===== config.mk =====
export PLATFORM = sky130hd
export DESIGN_NAME = control_unit
export DESIGN_NICKNAME = d
export VERILOG_FILES = /design/src/rtl/control_unit.sv
export SDC_FILE = /design/constraint.sdc
export NUM_CORES = 1
export LEC_CHECK = 0
export BUFFER_PORTS_ARGS = -buffer_cell sky130_fd_sc_hd__buf_2
export CELL_PAD_IN_SITES_DETAIL_PLACEMENT = 0
export CELL_PAD_IN_SITES_GLOBAL_PLACEMENT = 1
export CORE_MARGIN = 1
export CORE_UTILIZATION = 31
export CTS_CLUSTER_DIAMETER = 80
export DETAILED_ROUTE_END_ITERATION = 8
export PLACE_DENSITY_LB_ADDON = 0.1
export SLEW_MARGIN = 20
export SYNTH_ARGS = -nofsm -noshare
export SYNTH_HDL_FRONTEND = slang
export SYNTH_SLANG_ARGS = --single-unit

===== constraint.sdc =====
create_clock -name clock -period 5.9 [get_ports clock]
set_clock_uncertainty 0.2 [all_clocks]
set_input_delay 1.475 -clock clock [delete_from_list [all_inputs] [get_ports clock]]
set_output_delay 1.475 -clock clock [all_outputs]
set_load 0.01 [all_outputs]

===== src/rtl/control_unit.sv =====
// Hardwired MiniSRC control sequencer: RST/T0-T7/HALT state machine that
// decodes state, ir[31:27] and con into every datapath control strobe.
module control_unit (
    input  logic        clock,
    input  logic        clear,
    input  logic [31:0] ir,
    input  logic        con,
    input  logic        stop,
    output logic        run,
    output logic [7:0]  out_sel,
    output logic [8:0]  in_sel,
    output logic [5:0]  gpr_ctl,
    output logic [1:0]  mem_ctl,
    output logic        inc_pc,
    output logic        con_in,
    output logic        r15_in,
    output logic [4:0]  ops
);

    localparam logic [4:0] ADD_OP = 5'b00011;

    localparam logic [4:0] OP_LD   = 5'b00000;
    localparam logic [4:0] OP_LDI  = 5'b00001;
    localparam logic [4:0] OP_ST   = 5'b00010;
    localparam logic [4:0] OP_MUL  = 5'b01111;
    localparam logic [4:0] OP_DIV  = 5'b10000;
    localparam logic [4:0] OP_NEG  = 5'b10001;
    localparam logic [4:0] OP_NOT  = 5'b10010;
    localparam logic [4:0] OP_BR   = 5'b10011;
    localparam logic [4:0] OP_JR   = 5'b10100;
    localparam logic [4:0] OP_JAL  = 5'b10101;
    localparam logic [4:0] OP_IN   = 5'b10110;
    localparam logic [4:0] OP_OUT  = 5'b10111;
    localparam logic [4:0] OP_MFHI = 5'b11000;
    localparam logic [4:0] OP_MFLO = 5'b11001;
    localparam logic [4:0] OP_HALT = 5'b11011;

    localparam int unsigned PC_OUT   = 0;
    localparam int unsigned MDR_OUT  = 1;
    localparam int unsigned RZHI_OUT = 2;
    localparam int unsigned RZLO_OUT = 3;
    localparam int unsigned HI_OUT   = 4;
    localparam int unsigned LO_OUT   = 5;
    localparam int unsigned PORT_OUT = 6;
    localparam int unsigned C_OUT    = 7;

    localparam int unsigned PC_IN   = 0;
    localparam int unsigned IR_IN   = 1;
    localparam int unsigned MAR_IN  = 2;
    localparam int unsigned MDR_IN  = 3;
    localparam int unsigned RY_IN   = 4;
    localparam int unsigned RZ_IN   = 5;
    localparam int unsigned HI_IN   = 6;
    localparam int unsigned LO_IN   = 7;
    localparam int unsigned PORT_IN = 8;

    localparam int unsigned GRA    = 0;
    localparam int unsigned GRB    = 1;
    localparam int unsigned GRC    = 2;
    localparam int unsigned RIN    = 3;
    localparam int unsigned ROUT   = 4;
    localparam int unsigned BA_OUT = 5;

    localparam int unsigned MEM_RD = 0;
    localparam int unsigned MEM_WR = 1;

    typedef enum logic [3:0] {
        S_RST, S_T0, S_T1, S_T2, S_T3, S_T4, S_T5, S_T6, S_T7, S_HALT
    } state_t;

    state_t     state_q;
    logic [4:0] op;
    logic       unused_ir;

    assign op        = ir[31:27];
    assign unused_ir = ^ir[26:0];

    // Final step of each instruction; nop and undefined opcodes end at T2.
    function automatic state_t last_step(input logic [4:0] opc);
        case (opc) inside
            OP_LD, OP_ST:                            last_step = S_T7;
            OP_LDI, [5'd3:5'd14]:                    last_step = S_T5;
            OP_MUL, OP_DIV, OP_BR:                   last_step = S_T6;
            OP_NEG, OP_NOT, OP_JAL:                  last_step = S_T4;
            OP_JR, OP_IN, OP_OUT, OP_MFHI, OP_MFLO:  last_step = S_T3;
            default:                                 last_step = S_T2;
        endcase
    endfunction

    always_ff @(posedge clock or posedge clear) begin
        if (clear) begin
            state_q <= S_RST;
        end else begin
            case (state_q)
                S_RST:  state_q <= S_T0;
                S_HALT: state_q <= S_HALT;
                default: begin
                    if (state_q == S_T2 && op == OP_HALT) begin
                        state_q <= S_HALT;
                    end else if (state_q == last_step(op)) begin
                        state_q <= stop ? S_HALT : S_T0;
                    end else begin
                        state_q <= state_t'(state_q + 4'd1);
                    end
                end
            endcase
        end
    end

    // Moore decode of state/opcode/con into strobes.
    always_comb begin
        run     = 1'b0;
        out_sel = '0;
        in_sel  = '0;
        gpr_ctl = '0;
        mem_ctl = '0;
        inc_pc  = 1'b0;
        con_in  = 1'b0;
        r15_in  = 1'b0;
        ops     = '0;
        if (state_q != S_RST && state_q != S_HALT) begin
            run = 1'b1;
        end
        case (state_q)
            S_T0: begin
                out_sel[PC_OUT] = 1'b1;
                in_sel[MAR_IN]  = 1'b1;
                inc_pc          = 1'b1;
            end
            S_T1: begin
                mem_ctl[MEM_RD] = 1'b1;
                in_sel[MDR_IN]  = 1'b1;
            end
            S_T2: begin
                out_sel[MDR_OUT] = 1'b1;
                in_sel[IR_IN]    = 1'b1;
            end
            S_T3: begin
                case (op) inside
                    OP_LD, OP_LDI, OP_ST: begin
                        gpr_ctl[GRB] = 1'b1; gpr_ctl[BA_OUT] = 1'b1; in_sel[RY_IN] = 1'b1;
                    end
                    [5'd3:5'd14]: begin
                        gpr_ctl[GRB] = 1'b1; gpr_ctl[ROUT] = 1'b1; in_sel[RY_IN] = 1'b1;
                    end
                    OP_MUL, OP_DIV: begin
                        gpr_ctl[GRA] = 1'b1; gpr_ctl[ROUT] = 1'b1; in_sel[RY_IN] = 1'b1;
                    end
                    OP_NEG, OP_NOT: begin
                        gpr_ctl[GRB] = 1'b1; gpr_ctl[ROUT] = 1'b1;
                        ops = op; in_sel[RZ_IN] = 1'b1;
                    end
                    OP_BR: begin
                        gpr_ctl[GRA] = 1'b1; gpr_ctl[ROUT] = 1'b1; con_in = 1'b1;
                    end
                    OP_JR: begin
                        gpr_ctl[GRA] = 1'b1; gpr_ctl[ROUT] = 1'b1; in_sel[PC_IN] = 1'b1;
                    end
                    OP_JAL: begin
                        out_sel[PC_OUT] = 1'b1; r15_in = 1'b1;
                    end
                    OP_IN: begin
                        out_sel[PORT_OUT] = 1'b1; gpr_ctl[GRA] = 1'b1; gpr_ctl[RIN] = 1'b1;
                    end
                    OP_OUT: begin
                        gpr_ctl[GRA] = 1'b1; gpr_ctl[ROUT] = 1'b1; in_sel[PORT_IN] = 1'b1;
                    end
                    OP_MFHI: begin
                        out_sel[HI_OUT] = 1'b1; gpr_ctl[GRA] = 1'b1; gpr_ctl[RIN] = 1'b1;
                    end
                    OP_MFLO: begin
                        out_sel[LO_OUT] = 1'b1; gpr_ctl[GRA] = 1'b1; gpr_ctl[RIN] = 1'b1;
                    end
                    default: ;
                endcase
            end
            S_T4: begin
                case (op) inside
                    OP_LD, OP_LDI, OP_ST: begin
                        out_sel[C_OUT] = 1'b1; ops = ADD_OP; in_sel[RZ_IN] = 1'b1;
                    end
                    [5'd3:5'd11]: begin
                        gpr_ctl[GRC] = 1'b1; gpr_ctl[ROUT] = 1'b1;
                        ops = op; in_sel[RZ_IN] = 1'b1;
                    end
                    [5'd12:5'd14]: begin
                        out_sel[C_OUT] = 1'b1; ops = op; in_sel[RZ_IN] = 1'b1;
                    end
                    OP_MUL, OP_DIV: begin
                        gpr_ctl[GRB] = 1'b1; gpr_ctl[ROUT] = 1'b1;
                        ops = op; in_sel[RZ_IN] = 1'b1;
                    end
                    OP_NEG, OP_NOT: begin
                        out_sel[RZLO_OUT] = 1'b1; gpr_ctl[GRA] = 1'b1; gpr_ctl[RIN] = 1'b1;
                    end
                    OP_BR: begin
                        out_sel[PC_OUT] = 1'b1; in_sel[RY_IN] = 1'b1;
                    end
                    OP_JAL: begin
                        gpr_ctl[GRA] = 1'b1; gpr_ctl[ROUT] = 1'b1; in_sel[PC_IN] = 1'b1;
                    end
                    default: ;
                endcase
            end
            S_T5: begin
                case (op) inside
                    OP_LD, OP_ST: begin
                        out_sel[RZLO_OUT] = 1'b1; in_sel[MAR_IN] = 1'b1;
                    end
                    OP_LDI, [5'd3:5'd14]: begin
                        out_sel[RZLO_OUT] = 1'b1; gpr_ctl[GRA] = 1'b1; gpr_ctl[RIN] = 1'b1;
                    end
                    OP_MUL, OP_DIV: begin
                        out_sel[RZLO_OUT] = 1'b1; in_sel[LO_IN] = 1'b1;
                    end
                    OP_BR: begin
                        out_sel[C_OUT] = 1'b1; ops = ADD_OP; in_sel[RZ_IN] = 1'b1;
                    end
                    default: ;
                endcase
            end
            S_T6: begin
                case (op)
                    OP_LD: begin
                        mem_ctl[MEM_RD] = 1'b1; in_sel[MDR_IN] = 1'b1;
                    end
                    OP_ST: begin
                        gpr_ctl[GRA] = 1'b1; gpr_ctl[ROUT] = 1'b1; in_sel[MDR_IN] = 1'b1;
                    end
                    OP_MUL, OP_DIV: begin
                        out_sel[RZHI_OUT] = 1'b1; in_sel[HI_IN] = 1'b1;
                    end
                    OP_BR: begin
                        // Branch target is committed only when CON is set.
                        out_sel[RZLO_OUT] = con;
                        in_sel[PC_IN]     = con;
                    end
                    default: ;
                endcase
            end
            S_T7: begin
                case (op)
                    OP_LD: begin
                        out_sel[MDR_OUT] = 1'b1; gpr_ctl[GRA] = 1'b1; gpr_ctl[RIN] = 1'b1;
                    end
                    OP_ST:   mem_ctl[MEM_WR] = 1'b1;
                    default: ;
                endcase
            end
            default: ;
        endcase
    end

endmodule


==> results of run 1 <==
## layer usage
layer / GRT usage (%) / vias up / share of wire, %
met2: 29.7 / 60 / 45
met1: 26.9 / 650 / 47
met5: 0 / - / 0
met3: 1.09 / 2 / 6.9
li1: - / 694 / -
met4: 3.20 / 0 / 0.56
## metrics by stage
step	hold slack (ns)	utilization (%)	std cells
final	0.509	38.8	250
after global routing	0.562	38.8	250
after CTS	0.514	38.8	250
after detailed placement	0.505	37.6	247
after global placement	0.496	37.6	247
after floorplan	0.444	-	174
## synthesized netlist by cell type, types with 3 or more instances
library cell  instances
nor3_1                9
inv_1                10
clkbuf_1              5
nor2b_1               4
or3_1                 3
a21oi_1              12
ha_1                  4
clkbuf_8              4
o211ai_1              5
nand3_1               8
dfrtp_1               4
o21ai_0               9
nor2_1               16
and2_1                5
nor3b_1               3
nand2_1              19
nand2b_1              5
or2_2                 3
## worst paths after layout
| path | endpoint | start | slack [ns] |
|---|---|---|---|
| setup / recovery | ops[1] | ir[30] | 0.94 |
| hold / removal | state_q[0] | state_q[0] | 0.51 |
| setup reg to reg | state_q[3] | state_q[2] | 4.02 |
| hold reg to reg | state_q[0] | state_q[0] | 0.51 |
| max in group asynchronous | state_q[2] | clear | 4.42 |
| min in group asynchronous | state_q[0] | clear | 0.94 |
## cell families (layout without fill, tap and decap cells)
family | count (synthesis) | after routing | share of synthesized area [%]
AND/OR/NAND/NOR | 89 | 89 | 42.0
AO/OA/AOI/OAI | 46 | 46 | 26.4
buffers and inverters | 25 | 55 | 13.7
adder cells (fa/ha/maj) | 4 | 4 | 4.32
flip-flops | 4 | 4 | 8.64
XOR/XNOR | 3 | 3 | 2.27
multiplexers | 3 | 3 | 2.70
## layout by cell type, fill, tap and decap left out, types with 4 or more instances in the layout
master	netlist	routed
buf_2	2	42
nand2_1	19	19
nor2_1	16	16
a21oi_1	12	12
inv_1	10	10
nor3_1	9	9
o21ai_0	9	9
nand3_1	8	8
and2_1	5	5
nand2b_1	5	5
o211ai_1	5	5
nor2b_1	4	4
ha_1	4	4
dfrtp_1	4	4
## power groups by stage
stage	Sequential, mW	Clock [mW]	Combinational, mW
6_report	0.0678	0.0546	0.218
4_1_cts	0.0682	0.0563	0.220
3_3_place_gp	0.0678	0	0.215
3_5_place_dp	0.0684	0	0.219
5_1_grt	0.0708	0.0574	0.243
2_1_floorplan	0.0507	0	0.189
## final cells by class
cell class                      instances  area, um^2  share of cell area [%]
Clock buffer                            3        41.3                    3.07
Inverter                               10        37.5                    2.79
Multi-Input combinational cell        145         900                    66.8
Sequential cell                         4         100                    7.43
Tap cell                               46        57.6                    4.28
Timing Repair Buffer                   42         210                    15.6
## worst max-delay path, delay by kind of cell
kind / cells / cell delay (ns)
buf+inv: 2 / 0.49
simple gates: 1 / 0.22
compound gates: 3 / 1.08
==> results.toml, run 1 <==
[run_status]
status = "finished clean"

[cells_and_area]
nFillCells = 416
largest_reg_flops = 4
n_antenna_cell = 0
largest_registers = "state_q: 4 flops"
drive_gt1_share_pct = 26.5
design_area_um2 = 1350
largest-register = "state_q"
final_nets = 246
syn_to_final_growth_pct = 16.2

[timing]
slew_headroom_pct = 60.6
hold_viol_final = 0
setup_ws_ns = 0.943
setup_tns_ns = 0
finalMaxSlewViolations = 0
post-route-min-period_ns = 4.96
period_share_pct = 84.0
max_freq_mhz = 202
tightest_slew_ns = 0.591
rsz0062_at_grt = "no"
setup_viol = 0

[clock_network]
clkSinkCount = 4
clockRootBuffer = "clkbuf_8"
cts.hold.buffers_added = 0
cts_tree = "built"
numCtsBuffers = 3
clock_latency_ns = 0.21
clockBufferDepth = 2
cts_setup_buffers = 0
postCtsResizedCells = 0
clkTransAtPathRegs_ns = 0.03
htree_levels = 1

[critical_path]
slowest_stage = "a32oi_1"
slowest_delay_ns = 0.57
worstRegToRegCells = 5
worstSetupStartpointType = "input pin"
worst_ep_arrival_time_ns = 3.28
critical_path_class = "in -> out"
endpoint_kind = "primary output"
crit_chain = "buf_2 -> nor2_1 -> a32oi_1 -> a32oi_1 -> o21ai_0 -> buf_2"
path_max_fanout = 24
critPathRequiredTime_ns = 4.22

[logic_synthesis]
yosys_warnings = 0
synth.top_cells.by_area = "dfrtp_1, nand2_1, a21oi_1, nor2_1, clkbuf_8"
syn_avg_cell_area_um2 = 6.66
syn_nets = 214
synthCells = 174
seq_area_frac_synth_pct = 8.64
yosysTopAreaCell = "dfrtp_1"
async_flop_share_pct = 100
synth-edff-count = 0
ys.flop_type = "dfrtp_1"
syn_area_um2 = 1160
ys_types = 52
yosysTopAreaCellShare_pct = 8.64
ys_seq_elements = 4

[pwr]
combinationalPowerShare_pct = 64.1
p_seq_share_pct = 19.9
p_sw_share_pct = 47.7
clock_power_share_pct = 16.0
power_uw = 341
ir_drop_mv = 0.225
internal_power_uw = 178
cellPowerDensity_nw_per_um2 = 253
leakagePower_nw = 0.631
switching_power_uw = 162

[floorplanning]
chipHeight_um = 63.1
start_util_pct = 33.4
rows = 21
die_w_um = 63.1
dieArea_um2 = 3990
coreArea_um2 = 3470
io_pins = 70

[global_routing]
grt_pass1_wl_mm = 6.07
grt_max_degree = 26
grt_pass1_vias = 1219
grt-ovfl-total = 0
antenna_found_initial = 0
grtUsageTotal_pct = 18.4

[placement]
dp_hpwl_mm = 2.85
port_buffers = 42
gp_congestion = 0.839
placed_cell_area_um2 = 1310
post-place-ws_ns = 0.950

[flow_run]
maxCapViolCount = 0

[min_path]
holdPathStages = 2
hold_path_class = "reg -> reg"

[route]
drt_wl_total_mm = 3.73
drcViolationCount = 0
wire_per_inst_um = 14.9
drt_iter0_drc = 105
via_per_inst = 5.62
dr.pass1.iters = 4
vias = 1406
ant_nets = 0
Power figures use the tool's default switching activity.
==> inputs of run 2 (changes only) <==
CORE_UTILIZATION = 26   (was 31)
clock period = 4.45 ns   (was 5.9 ns; I/O delays follow)
==> results.toml, run 2 (synthesis results as in run 1) <==
[global_routing]
antenna_found_initial = 0
grt-ovfl-total = 0
grtUsageTotal_pct = 18.0
grt_pass1_vias = 1288
grt_pass1_wl_mm = 6.42
grt_max_degree = 19

[floorplanning]
start_util_pct = 28.0
rows = 23
chipHeight_um = 68.8
coreArea_um2 = 4140
die_w_um = 68.8
dieArea_um2 = 4730
io_pins = 70

[cells_and_area]
largest_registers = "state_q: 4 flops"
drive_gt1_share_pct = 29.2
final_nets = 254
layout_common_cells = "buf_2, nand2_1, nor2_1"
n_antenna_cell = 0
largest-register = "state_q"
largest_reg_flops = 4
nFillCells = 497
final_common_cell = "buf_2"
fin_util_pct = 34.1
syn_to_final_growth_pct = 21.8

[critical_path]
worstSetupStartpointType = "input pin"
path_max_fanout = 13
r2r_setup_slack_ns = 2.59
worstRegToRegCells = 5
critPathRequiredTime_ns = 3.14
critical_path_class = "in -> out"
worstReg2RegStart = "state_q[2]"
worst_ep_arrival_time_ns = 2.78
endpoint_kind = "primary output"
timing.rr.end = "state_q[3]"

[timing]
rsz0062_at_grt = "no"
period_share_pct = 91.9
max_freq_mhz = 245
slew_headroom_pct = 52.5
setup_viol = 0
tightest_slew_ns = 0.712
finalMaxSlewViolations = 0
hold_viol_final = 0
setup_tns_ns = 0
hold_ws_ns = 0.507
post-route-min-period_ns = 4.09

[route]
drt_wl_total_mm = 4.12
dr.pass1.iters = 4
drcViolationCount = 0
ant_nets = 0
wire_per_inst_um = 15.7
drt_iter0_drc = 40
via_per_inst = 5.52
vias = 1446

[placement]
dp_hpwl_mm = 3.25
port_buffers = 42
gp_congestion = 0.862

[min_path]
holdPathStages = 2
hp-start = "state_q[0]"
hold_path_end = "state_q[0]"
hold_path_class = "reg -> reg"

[clock_network]
cts_setup_buffers = 0
clkSinkCount = 4
clkTransAtPathRegs_ns = 0.03
postCtsResizedCells = 0
clock_latency_ns = 0.21
cts_tree = "built"
htree_levels = 1
cts.hold.buffers_added = 0
numCtsBuffers = 3
clockBufferDepth = 2
clockRootBuffer = "clkbuf_8"

[pwr]
leakagePower_nw = 0.670
ir_drop_mv = 0.271
cellPowerDensity_nw_per_um2 = 326

[run_status]
status = "finished clean"

[flow_run]
maxCapViolCount = 0
run 2: metrics by stage:
stage	total power [mW]	std cells	instance area (um^2)	worst slack [ns]
floorplan	0.318	174	1160	0.805
global placement	0.383	259	1370	0.426
detailed placement	0.389	259	1370	0.395
CTS	0.465	262	1410	0.397
global route	0.511	262	1410	0.278
finish	0.460	262	1410	0.362
run 2: area by class of cell:
cell class                      instances  area, um^2  share of cell area, %
Clock buffer                            3        41.3                   2.93
Inverter                               10        37.5                   2.66
Multi-Input combinational cell        145         900                   63.7
Sequential cell                         4         100                   7.09
Tap cell                               50        62.6                   4.43
Timing Repair Buffer                   50         270                   19.1
run 2: critical path, stage by stage:
cell and delay, ns:
buf_2 0.18, and2_1 0.24, a32oi_1 0.56, a32oi_1 0.33, o21ai_0 0.20, buf_2 0.15
run 2: worst max path at each step:
| stage | startpoint | to |
|---|---|---|
| 5_1_grt | ir[28] | ops[1] |
| 4_1_cts | ir[28] | ops[0] |
| 2_1_floorplan | ir[27] | ops[0] |
| 3_3_place_gp | ir[28] | ops[0] |
| 3_5_place_dp | ir[28] | ops[0] |
| 6_report | ir[28] | ops[0] |
run 2: report_power, final:
group,switching (mW),internal (mW)
clock,0.0161,0.0574
combinational,0.170,0.128
sequential,0.0333,0.0554
run 2: routing by layer:
| metal | vias to the layer above | routed length [um] | global-route usage [%] |
|---|---|---|---|
| li1 | 710 | - | - |
| met1 | 698 | 1950 | 24.6 |
| met5 | - | 0 | 0 |
| met2 | 36 | 1990 | 31.0 |
| met3 | 2 | 170 | 1.81 |
| met4 | 0 | 8 | 2.81 |
==> inputs of run 3 (changes only) <==
CORE_MARGIN = 3   (was 1)
clock period = 3.5 ns   (was 4.45 ns; I/O delays follow)
==> results.toml, run 3 (synthesis results as in run 1) <==
[run_status]
status = "finished clean"

[critical_path]
r2r_setup_slack_ns = 1.62
critPathRequiredTime_ns = 2.42
critical_path_class = "in -> out"
crit_top_cell = "buf_2"
cp_top_family = "buffers and inverters"
slowest_stage = "nor3_1"
endpoint_kind = "primary output"
path_max_fanout = 12
crit_buf_inv = 3
crit_chain = "buf_2 -> and2_1 -> nor3_1 -> o32ai_1 -> a32oi_1 -> buf_4 -> o21ai_0 -> buf_2"
worst_ep_arrival_time_ns = 2.29
slowest_delay_ns = 0.26
worstSetupStartpointType = "input pin"

[floorplanning]
coreArea_um2 = 4140
rows = 23
dieArea_um2 = 5290
chipHeight_um = 72.8
start_util_pct = 28.0
die_w_um = 72.8
io_pins = 70

[timing]
setup_viol = 0
hold_viol_final = 0
period_share_pct = 96.1
tightest_slew_ns = 0.439
post-route-min-period_ns = 3.36
setup_tns_ns = 0
finalMaxSlewViolations = 0
rsz0062_at_grt = "no"
setup_ws_ns = 0.137
max_freq_mhz = 297
slew_headroom_pct = 70.5

[placement]
gp_congestion = 0.889
post-place-ws_ns = 0.171
dp_hpwl_mm = 3.49
port_buffers = 42
dp.cells = 269

[clock_network]
clkTransAtPathRegs_ns = 0.03
postCtsResizedCells = 0
cts_tree = "built"
htree_levels = 1
clock_latency_ns = 0.21
clkSinkCount = 4
clockRootBuffer = "clkbuf_8"
clockBufferDepth = 2
cts_setup_buffers = 0
numCtsBuffers = 3
cts.hold.buffers_added = 0

[cells_and_area]
largest-register = "state_q"
layout_common_cells = "buf_2, nand2_1, buf_4"
largest_registers = "state_q: 4 flops"
largest_reg_flops = 4
n_antenna_cell = 0
syn_to_final_growth_pct = 28.3
instances_no_fill = 272
final_common_cell = "buf_2"
drive_gt1_share_pct = 32.4
final_nets = 264
fin_util_pct = 35.9

[route]
via_per_inst = 5.24
ant_nets = 0
wire_per_inst_um = 15.5
drcViolationCount = 0
drt_wl_total_mm = 4.21
vias = 1425
drt_iter0_drc = 118
dr.pass1.iters = 5

[pwr]
power_uw = 592
ir_drop_mv = 0.291
leakagePower_nw = 0.718
cellPowerDensity_nw_per_um2 = 398

[global_routing]
grt_pass1_vias = 1334
grt-ovfl-total = 0
grt_pass1_wl_mm = 6.75
grtUsageTotal_pct = 15.8
grt_max_degree = 18
antenna_found_initial = 0

[flow_run]
maxCapViolCount = 0

[min_path]
hold_path_class = "in -> async"
## run 3: path summary, 6_finish.rpt
kind,cells past startpoint,to,startpoint
setup / recovery,8,ops[0],ir[28]
hold / removal,2,state_q[2],clear
setup reg to reg,5,state_q[3],state_q[2]
hold reg to reg,2,state_q[0],state_q[0]
max in group asynchronous,2,state_q[0],clear
min in group clock,2,state_q[0],state_q[0]
## run 3: stage by stage
step | hold WS [ns] | instance area [um^2]
floorplan | 0.441 | 1160
global placement | 0.481 | 1450
detailed placement | 0.506 | 1450
CTS | 0.338 | 1490
global route | 0.342 | 1490
finish | 0.336 | 1490
## run 3: power breakdown
group	switching (mW)	internal, mW	leakage [nW]
registers	0.0439	0.0704	0.0471
logic	0.215	0.170	0.649
clock network	0.0197	0.0729	0.0216
total	0.279	0.313	0.718
## run 3: cell type report
| cell class | instances | area, um^2 |
|---|---|---|
| multi-input combinational | 145 | 900 |
| tap | 50 | 62.6 |
| sequential | 4 | 100 |
| fill | 502 | 2660 |
| clock buffer | 3 | 41.3 |
| inverter | 10 | 37.5 |
| timing repair buffer | 60 | 345 |
## run 3: layer usage
metal | track usage (%) | wire length [um]
met5 | 0 | 0
met4 | 3.89 | 48
met3 | 1.52 | 291
met2 | 26.2 | 1940
met1 | 22.0 | 1930
